===== src/rtl/pipe_pkg.sv =====
// pipe_pkg: shared lane control layout, kill value and default geometry for pipeline stages.
package pipe_pkg;
  localparam int DEF_LANES = 2;
  localparam int DEF_DATA_W = 96;
  typedef struct packed {
    logic       regWrite;
    logic       memWrite;
    logic       memToReg;
    logic       branch;
    logic       aluSrc;
    logic [2:0] aluControl;
    logic [1:0] immSrc;
    logic [1:0] resultSrc;
  } lane_ctrl_t;
  localparam int CTRL_BITS = $bits(lane_ctrl_t);
  localparam lane_ctrl_t CTRL_RST = '0;
endpackage


===== src/rtl/sat_counter.sv =====
// sat_counter: event counter that sticks at all-ones and freezes while hold is high.
module sat_counter #(
  parameter int CNT_W = 16
) (
  input  logic             clk,
  input  logic             reset,
  input  logic             inc,
  input  logic             hold,
  output logic [CNT_W-1:0] cnt
);
  always_ff @(posedge clk or posedge reset)
    if (reset) cnt <= '0;
    else if (inc && !hold && !(&cnt)) cnt <= cnt + 1'b1;
endmodule


===== src/rtl/pipe_lane_stage.sv =====
// pipe_lane_stage: multi-lane pipeline register with skid buffer, per-lane flush, global hold
// and saturating stall/flush event counters.
module pipe_lane_stage import pipe_pkg::*; #(
  parameter int LANES = DEF_LANES,
  parameter int DATA_W = DEF_DATA_W,
  parameter int CTRL_W = CTRL_BITS,
  parameter logic [CTRL_W-1:0] CTRL_RST = CTRL_W'(pipe_pkg::CTRL_RST),
  parameter int CNT_W = 16
) (
  input  logic                     clk,
  input  logic                     reset,
  input  logic                     hold,
  input  logic                     in_valid,
  output logic                     in_ready,
  input  logic [LANES-1:0]         in_lane_valid,
  input  logic [LANES*DATA_W-1:0]  in_data,
  input  logic [LANES*CTRL_W-1:0]  in_ctrl,
  input  logic [LANES-1:0]         flush_mask,
  output logic                     out_valid,
  input  logic                     out_ready,
  output logic [LANES-1:0]         out_lane_valid,
  output logic [LANES*DATA_W-1:0]  out_data,
  output logic [LANES*CTRL_W-1:0]  out_ctrl,
  output logic [CNT_W-1:0]         stall_cnt,
  output logic [CNT_W-1:0]         flush_cnt
);
  localparam int DW = LANES*DATA_W;
  localparam int CW = LANES*CTRL_W;
  logic mainValid, skidValid, accept, drain, mainKeep;
  logic [LANES-1:0] mainLv, skidLv, pendFlush, effMask;
  logic [DW-1:0] mainData, skidData;
  logic [CW-1:0] mainCtrl, skidCtrl;
  logic [2:0][LANES-1:0] srcLv, kLv;
  logic [2:0][DW-1:0] srcData, kData;
  logic [2:0][CW-1:0] srcCtrl, kCtrl;
  assign in_ready = !hold && !skidValid;
  assign out_valid = mainValid && !hold;
  assign out_lane_valid = mainLv;
  assign out_data = mainData;
  assign out_ctrl = mainCtrl;
  assign accept = in_valid && in_ready;
  assign drain = out_valid && out_ready;
  assign effMask = flush_mask | pendFlush;
  // kill view of each source: 0 = main, 1 = skid, 2 = incoming beat
  assign srcLv = {in_lane_valid, skidLv, mainLv};
  assign srcData = {in_data, skidData, mainData};
  assign srcCtrl = {in_ctrl, skidCtrl, mainCtrl};
  for (genvar s = 0; s < 3; s++) begin : g_src
    for (genvar i = 0; i < LANES; i++) begin : g_lane
      assign kLv[s][i] = srcLv[s][i] & ~effMask[i];
      assign kData[s][i*DATA_W +: DATA_W] = effMask[i] ? '0 : srcData[s][i*DATA_W +: DATA_W];
      assign kCtrl[s][i*CTRL_W +: CTRL_W] = effMask[i] ? CTRL_RST : srcCtrl[s][i*CTRL_W +: CTRL_W];
    end
  end
  // a main entry survives the edge only if it is not leaving and keeps a live lane
  assign mainKeep = mainValid && !drain && |kLv[0];
  always_ff @(posedge clk or posedge reset)
    if (reset) begin
      mainValid <= 1'b0;
      mainLv <= '0;
      mainData <= '0;
      mainCtrl <= {LANES{CTRL_RST}};
      skidValid <= 1'b0;
      skidLv <= '0;
      skidData <= '0;
      skidCtrl <= {LANES{CTRL_RST}};
      pendFlush <= '0;
    end else if (hold) begin
      pendFlush <= pendFlush | flush_mask;
    end else begin
      pendFlush <= '0;
      if (mainKeep) begin
        mainLv <= kLv[0];
        mainData <= kData[0];
        mainCtrl <= kCtrl[0];
        skidValid <= skidValid ? |kLv[1] : accept && |kLv[2];
        skidLv <= skidValid ? kLv[1] : (accept ? kLv[2] : '0);
        skidData <= skidValid ? kData[1] : kData[2];
        skidCtrl <= skidValid ? kCtrl[1] : kCtrl[2];
      end else if (skidValid) begin
        mainValid <= |kLv[1];
        mainLv <= kLv[1];
        mainData <= kData[1];
        mainCtrl <= kCtrl[1];
        skidValid <= 1'b0;
        skidLv <= '0;
      end else begin
        mainValid <= accept && |kLv[2];
        mainLv <= accept ? kLv[2] : '0;
        mainData <= kData[2];
        mainCtrl <= kCtrl[2];
      end
    end
  sat_counter #(.CNT_W(CNT_W)) u_stall (
    .clk(clk), .reset(reset), .inc(out_valid && !out_ready), .hold(hold), .cnt(stall_cnt)
  );
  sat_counter #(.CNT_W(CNT_W)) u_flush (
    .clk(clk), .reset(reset), .inc(|effMask), .hold(hold), .cnt(flush_cnt)
  );
endmodule


===== config.mk =====
export PLATFORM = sky130hd
export DESIGN_NAME = pipe_lane_stage
export DESIGN_NICKNAME = d
export VERILOG_FILES = /design/src/rtl/pipe_pkg.sv /design/src/rtl/sat_counter.sv /design/src/rtl/pipe_lane_stage.sv
export SDC_FILE = /design/constraint.sdc
export NUM_CORES = 1
export LEC_CHECK = 0
export ABC_AREA = 1
export CAP_MARGIN = 0
export CELL_PAD_IN_SITES_DETAIL_PLACEMENT = 1
export CELL_PAD_IN_SITES_GLOBAL_PLACEMENT = 1
export CORE_ASPECT_RATIO = 0.75
export CORE_MARGIN = 1.5
export CORE_UTILIZATION = 33
export DETAILED_ROUTE_END_ITERATION = 10
export HOLD_SLACK_MARGIN = 0.08
export PLACE_DENSITY = 0.8
export SLEW_MARGIN = 20
export SYNTH_ARGS = -nofsm -noshare
export SYNTH_HDL_FRONTEND = slang
export SYNTH_SLANG_ARGS = --single-unit

===== constraint.sdc =====
create_clock -name clk -period 21.5 [get_ports clk]
set_input_delay 4.3 -clock clk [delete_from_list [all_inputs] [get_ports clk]]
set_output_delay 4.3 -clock clk [all_outputs]
set_load 0.1 [all_outputs]

==> results.cfg, run 1 <==
[worst_setup_path]
critPathMaxStageDelay_ns = 1.21
crit_path_end_kind = output pin
critPathKind = in2out
crit_arrival_ns = 6.75
rrSetupSlack_ns = 16.97
crit_path_start_kind = input port
reg2reg_to = skidData[19]
worst-path-max-fanout = 9
timing.rr.start = pendFlush[1]
r2r_cells = 8
cpMostUsedCell = clkdlybuf4s50_1
crit_chain = clkdlybuf4s50_1 > nor2_1 > clkdlybuf4s50_1
critPathSlowestCell = clkdlybuf4s50_1
critical-path-top-delay-family = buffers and inverters
critical_path_required_ns = 17.20
cp_num_buf_inv = 2

[logic_synthesis]
yosysSeqAreaShare_pct = 55.0
yosysWarnings = 0
synth.distinct_cells = 27
ys_seq_elements = 472
avgSynthCellArea_um2 = 8.01
synth_cells = 2683
synth_area_um2 = 21500
synth_fp_nets = 2910

[sta]
maxSlewViolCount = 0
setup_viol = 0
worstMarginPinSlew_ns = 1.13
period_minus_slack_ns = 11.05
final.setup.tns_ns = 0
skew_ns = 0.0192
finalCritPeriodShare_pct = 51.4
maxSlewHeadroom_pct = 24.2
fmax_mhz = 90.5
rsz0062_at_grt = no
worst_slack_ns = 10.45
hold_viol = 0

[power]
p_leak_uw = 0.0135
power_density_nw_per_um2 = 87.8
ir_drop_mv = 0.119

[min_path]
hold_end = out_data[164]
min_path_cells = 2
min_from = out_data[164]
hold_path_class = reg2reg

[clock_network]
postCtsHoldBufs = 0
post_cts_buffers = 0
cts-resized-gates = 0
tritoncts = done
clkTransAtPathRegs_ns = 0.06
clock-sinks = 472
cts_max_path_buffers = 3
htreeDepth = 2
root_buffer = clkbuf_16
clock_latency_ns = 0.59
cts_buffers = 51

[finish]
drive_gt1_share_pct = 3.46
instances_no_fill = 3963
fillers = 7683
synthToLayoutAreaGrowth_pct = 31.4
nets = 3284

[flow_run]
max_cap_violations = 0

[global_route]
grt_overflow_total = 0
track_usage_pct = 21.0
grt_pass1_vias = 19886
grt_pass1_wl_mm = 113
grt_start_max_net_pins = 218
antenna_found_initial = 12

[route]
wl_per_cell_um = 17.7
antenna_left = 0
drt_iter0_drc = 983
num_vias = 19147
viasPerCell = 4.83
dr.pass1.iters = 5
drc = 0
routed_wl_mm = 70.1

[floorplanning]
start_util_pct = 33.6
ios = 477
rows = 80
coreArea_um2 = 64000
die_w_um = 298
die-area_um2 = 66600
die_h_um = 224

[placed_design]
dp_cells = 3865
post-place-ws_ns = 10.47
io_buffers = 476
dp_hpwl_mm = 45.4
gp_congestion = 0.815

[outcome]
status = completed
==> tightest hold or removal path, delay by kind of cell, from the launching register on <==
kind | cells | cell delay (ns)
flip-flops | 1 | 0.34
AND/OR/NAND/NOR | 2 | 0.10
==> flip-flops by register name, summed over array words and instances (netlist names), 16 cells and up <==
name,count
out_ctrl,24
out_data,192
skidCtrl,24
skidData,192
u_flush.cnt,16
u_stall.cnt,16
==> layout by cell type, fill, tap and decap left out, types with 2 or more instances in the layout <==
cell type and instances:
a21oi_1 219, buf_12 3, buf_4 14, bufinv_16 2
clkbuf_1 15, clkbuf_16 52, clkbuf_8 11, clkdlybuf4s50_1 476
clkinv_2 6, clkinvlp_4 2, dfrtp_1 471, diode_2 7
ha_1 2, inv_1 246, inv_6 3, nand2_1 1015
nand2_4 2, nand3_1 31, nand4_1 10, nor2_1 44
nor2_4 3, o21ai_0 351, o21ai_1 93, xnor2_1 4
xor2_1 10
==> synth_stat cells <==
master	n	area, µm²
nand2_1	1016	3810
dfrtp_1	472	11800
o21ai_0	351	1760
inv_1	247	927
a21oi_1	219	1100
o21ai_1	94	470
clkbuf_1	73	274
buf_2	49	245
nor2_1	44	165
nand3_1	31	155
buf_6	24	270
buf_4	23	173
nand4_1	10	62.6
xor2_1	10	87.6
xnor2_1	4	35.0
buf_1	3	11.3
ha_1	2	25.0
nor2_2	2	12.5
a21oi_4	1	16.3
and2_1	1	6.26
inv_2	1	3.75
inv_4	1	6.26
nand2_2	1	6.26
nand2_4	1	11.3
nor2_4	1	11.3
nor3_2	1	10.0
o21ai_4	1	16.3
==> through the flow <==
step                      power [µW]  hold slack [ns]  area [µm²]  utilization [%]
after floorplan                 1430            0.442       21500                -
after global placement          1600            0.452       26500             41.5
after detailed placement        1610            0.457       26500             41.5
after CTS                       2510            0.473       28200             44.1
after global routing            2580            0.492       28200             44.1
final                           2480            0.469       28200             44.1
==> layer usage <==
metal,global-route usage [%],up-vias,routed length [µm]
met5,0,-,55
met4,6.17,8,1720
met3,5.16,118,4090
met2,33.7,375,32700
met1,28.0,9453,31500
li1,-,9193,-
==> power by group <==
| part | internal [µW] | total, µW | leakage [µW] | switching [µW] |
|---|---|---|---|---|
| logic | 148 | 592 | 0.00732 | 444 |
| clock network | 507 | 880 | 0.000806 | 373 |
| registers | 962 | 1010 | 0.00538 | 43.5 |
==> worst max-delay path by stage <==
stage / slack, ns / cells past startpoint / endpoint / from
floorplan: 4.03 / 1 / mainValid / reset
global placement: 10.51 / 3 / in_ready / hold
detailed placement: 10.47 / 3 / in_ready / hold
CTS: 10.47 / 3 / in_ready / hold
global route: 10.41 / 3 / in_ready / hold
finish: 10.45 / 3 / in_ready / hold
==> cell type report <==
class | instances | area (µm²) | share of cell area [%]
flip-flops and latches | 472 | 11800 | 41.9
multi-input cells | 1790 | 7780 | 27.6
repair buffers | 493 | 4930 | 17.5
clock buffers | 78 | 1510 | 5.35
well taps | 861 | 1080 | 3.82
inverters | 249 | 950 | 3.37
clock inverters | 13 | 139 | 0.492
diodes | 7 | 17.5 | 0.0621
==> cell families after synthesis <==
kind of cell | share of synthesized area (%)
XOR/XNOR | 0.571
AO/OA/AOI/OAI | 15.6
flip-flops | 55.0
AND/OR/NAND/NOR | 19.8
buffers and inverters | 8.90
adder cells (fa/ha/maj) | 0.116
Note: power is estimated with default switching activity, not from simulation.
==> run 2, diff against run 1 <==
PLACE_DENSITY = 0.83   (was 0.8)
clock period = 10 ns   (was 21.5 ns; I/O delays follow)
==> run 2 against run 1 <==
  * Final area increased by 0.37%
  * Routed wire length increased by 2.0%
  * Die area unchanged
  * Combinational power increased by 120%
  * Cell count increased by 0.15%
  * Sequential cell count unchanged
  * First-iteration DRC count decreased by 2.8%
  * Power increased by 120%
  * Count of clock-buffer cells in the layout decreased by 5
  * Critical path depth unchanged
  * Setup slack got worse by 6.9 ns
  * Critical path type unchanged
==> results.cfg, run 2 (synthesis gave the netlist of run 1 again) <==
[outcome]
status = completed

[power]
p_sw_uw = 1870
ir_drop_mv = 0.206
power_frac_seq_pct = 40.1
p_clk_share_pct = 36.3
switching_share_pct = 34.6
internal_power_uw = 3530
p_leak_uw = 0.0136
comb_power_share_pct = 23.6
power_density_nw_per_um2 = 191

[finish]
synthToLayoutAreaGrowth_pct = 31.9
nets = 3287
drive_gt1_share_pct = 3.87
final_cell_mix = nand2_1 (1,015), clkdlybuf4s50_1 (476), dfrtp_1 (471)
final_common_cell = nand2_1
fin_util_pct = 44.3
stdcell_area_um2 = 28300
instances_no_fill = 3969

[worst_setup_path]
crit_chain = clkdlybuf4s50_1 > nor2_1 > clkdlybuf4s50_1
r2r_cells = 6
crit_path_end_kind = output pin
critical_path_required_ns = 8.00
crit_path_start = hold
cpMostUsedCell = clkdlybuf4s50_1
critPathMaxStageDelay_ns = 1.20
critPathSlowestCell = clkdlybuf4s50_1
timing.rr.start = skidValid
crit_path_start_kind = input port
critPathKind = in2out
reg2reg_to = skidData[173]
rrSetupSlack_ns = 6.45
worst-path-max-fanout = 9
crit_arrival_ns = 4.41

[floorplanning]
ios = 477
die_h_um = 224
coreArea_um2 = 64000
die_w_um = 298
rows = 80
start_util_pct = 33.6
die-area_um2 = 66600

[route]
routed_wl_mm = 71.4
wl_per_cell_um = 18.0
drt_iter0_drc = 955
dr.pass1.iters = 5
drc = 0
antenna_left = 0
viasPerCell = 4.86
num_vias = 19304

[clock_network]
clkTransAtPathRegs_ns = 0.06
post_cts_buffers = 0
clock-sinks = 472
cts-resized-gates = 0
root_buffer = clkbuf_16
clock_latency_ns = 0.59
cts_max_path_buffers = 3
htreeDepth = 2
tritoncts = done
postCtsHoldBufs = 0
cts_buffers = 51

[sta]
skew_ns = 0.0155
fmax_mhz = 156
worst_slack_ns = 3.59
maxSlewHeadroom_pct = 23.0
setup_viol = 0
rsz0062_at_grt = no
final.setup.tns_ns = 0
period_minus_slack_ns = 6.41
maxSlewViolCount = 0
finalCritPeriodShare_pct = 64.1
worstMarginPinSlew_ns = 1.15
hold_viol = 0

[placed_design]
io_buffers = 476
gp_congestion = 0.804
post-place-ws_ns = 3.62
dp_cells = 3868
dp_hpwl_mm = 45.5
post_dp_cell_area_um2 = 26600

[global_route]
grt.busiest_layer = met2
grt_overflow_total = 0
grt_start_max_net_pins = 229
track_usage_pct = 21.1
grt_use_met3_pct = 3.91
grt_use_met1_pct = 27.9
grt_use_met2_pct = 35.0
antenna_found_initial = 8
grt_pass1_vias = 20108
grt_pass1_wl_mm = 113

[min_path]
hold_end = out_data[74]
min_from = out_data[74]
hold_path_class = reg2reg
min_path_cells = 2

[flow_run]
max_cap_violations = 0
run 2: cell count changes in the layout (fill, tap and decap cells not counted), sizes merged:
cell and delta:
bufinv +2, inv +2, clkinv +5, clkinvlp -1, clkbuf -5, buf +3
run 2: power by group through the flow:
stage | Combinational, µW | Sequential (µW) | Clock [µW]
2_1_floorplan | 293 | 2780 | 0
6_report | 1280 | 2160 | 1960
4_1_cts | 1290 | 2160 | 2030
5_1_grt | 1350 | 2180 | 2100
3_5_place_dp | 1280 | 2190 | 0
3_3_place_gp | 1260 | 2190 | 0
run 2: layout make-up:
class                           instances  area (µm²)
Multi-Input combinational cell       1790        7780
Antenna cell                            7        17.5
Timing Repair Buffer                  496        4960
Tap cell                              861        1080
Clock inverter                         21         224
Sequential cell                       472       11800
Fill cell                            7651       35600
Clock buffer                           73        1500
Inverter                              249         946
run 2: metrics by stage:
stage | hold slack [ns] | power [µW]
4_1_cts | 0.473 | 5480
3_3_place_gp | 0.453 | 3440
3_5_place_dp | 0.458 | 3470
2_1_floorplan | 0.442 | 3080
6_report | 0.467 | 5400
5_1_grt | 0.491 | 5630
run 2: per-layer routing:
metal | vias up | share of wire [%] | routed length (µm)
li1 | 9202 | - | -
met1 | 9601 | 45 | 32100
met2 | 372 | 47 | 33800
met3 | 125 | 4.6 | 3290
met4 | 4 | 3.0 | 2150
met5 | - | 0.043 | 31
run 2: how the worst max path moves through the flow:
stage	slack (ns)	to	cells after the start
final	3.59	in_ready	3
after global routing	3.54	in_ready	3
after CTS	3.60	in_ready	3
after detailed placement	3.62	in_ready	3
after global placement	3.62	in_ready	3
after floorplan	1.61	mainValid	1
run 2: worst max-delay path: cells and delay by family:
family | cells | cell delay [ns]
simple gates | 1 | 0.43
buf+inv | 2 | 1.96
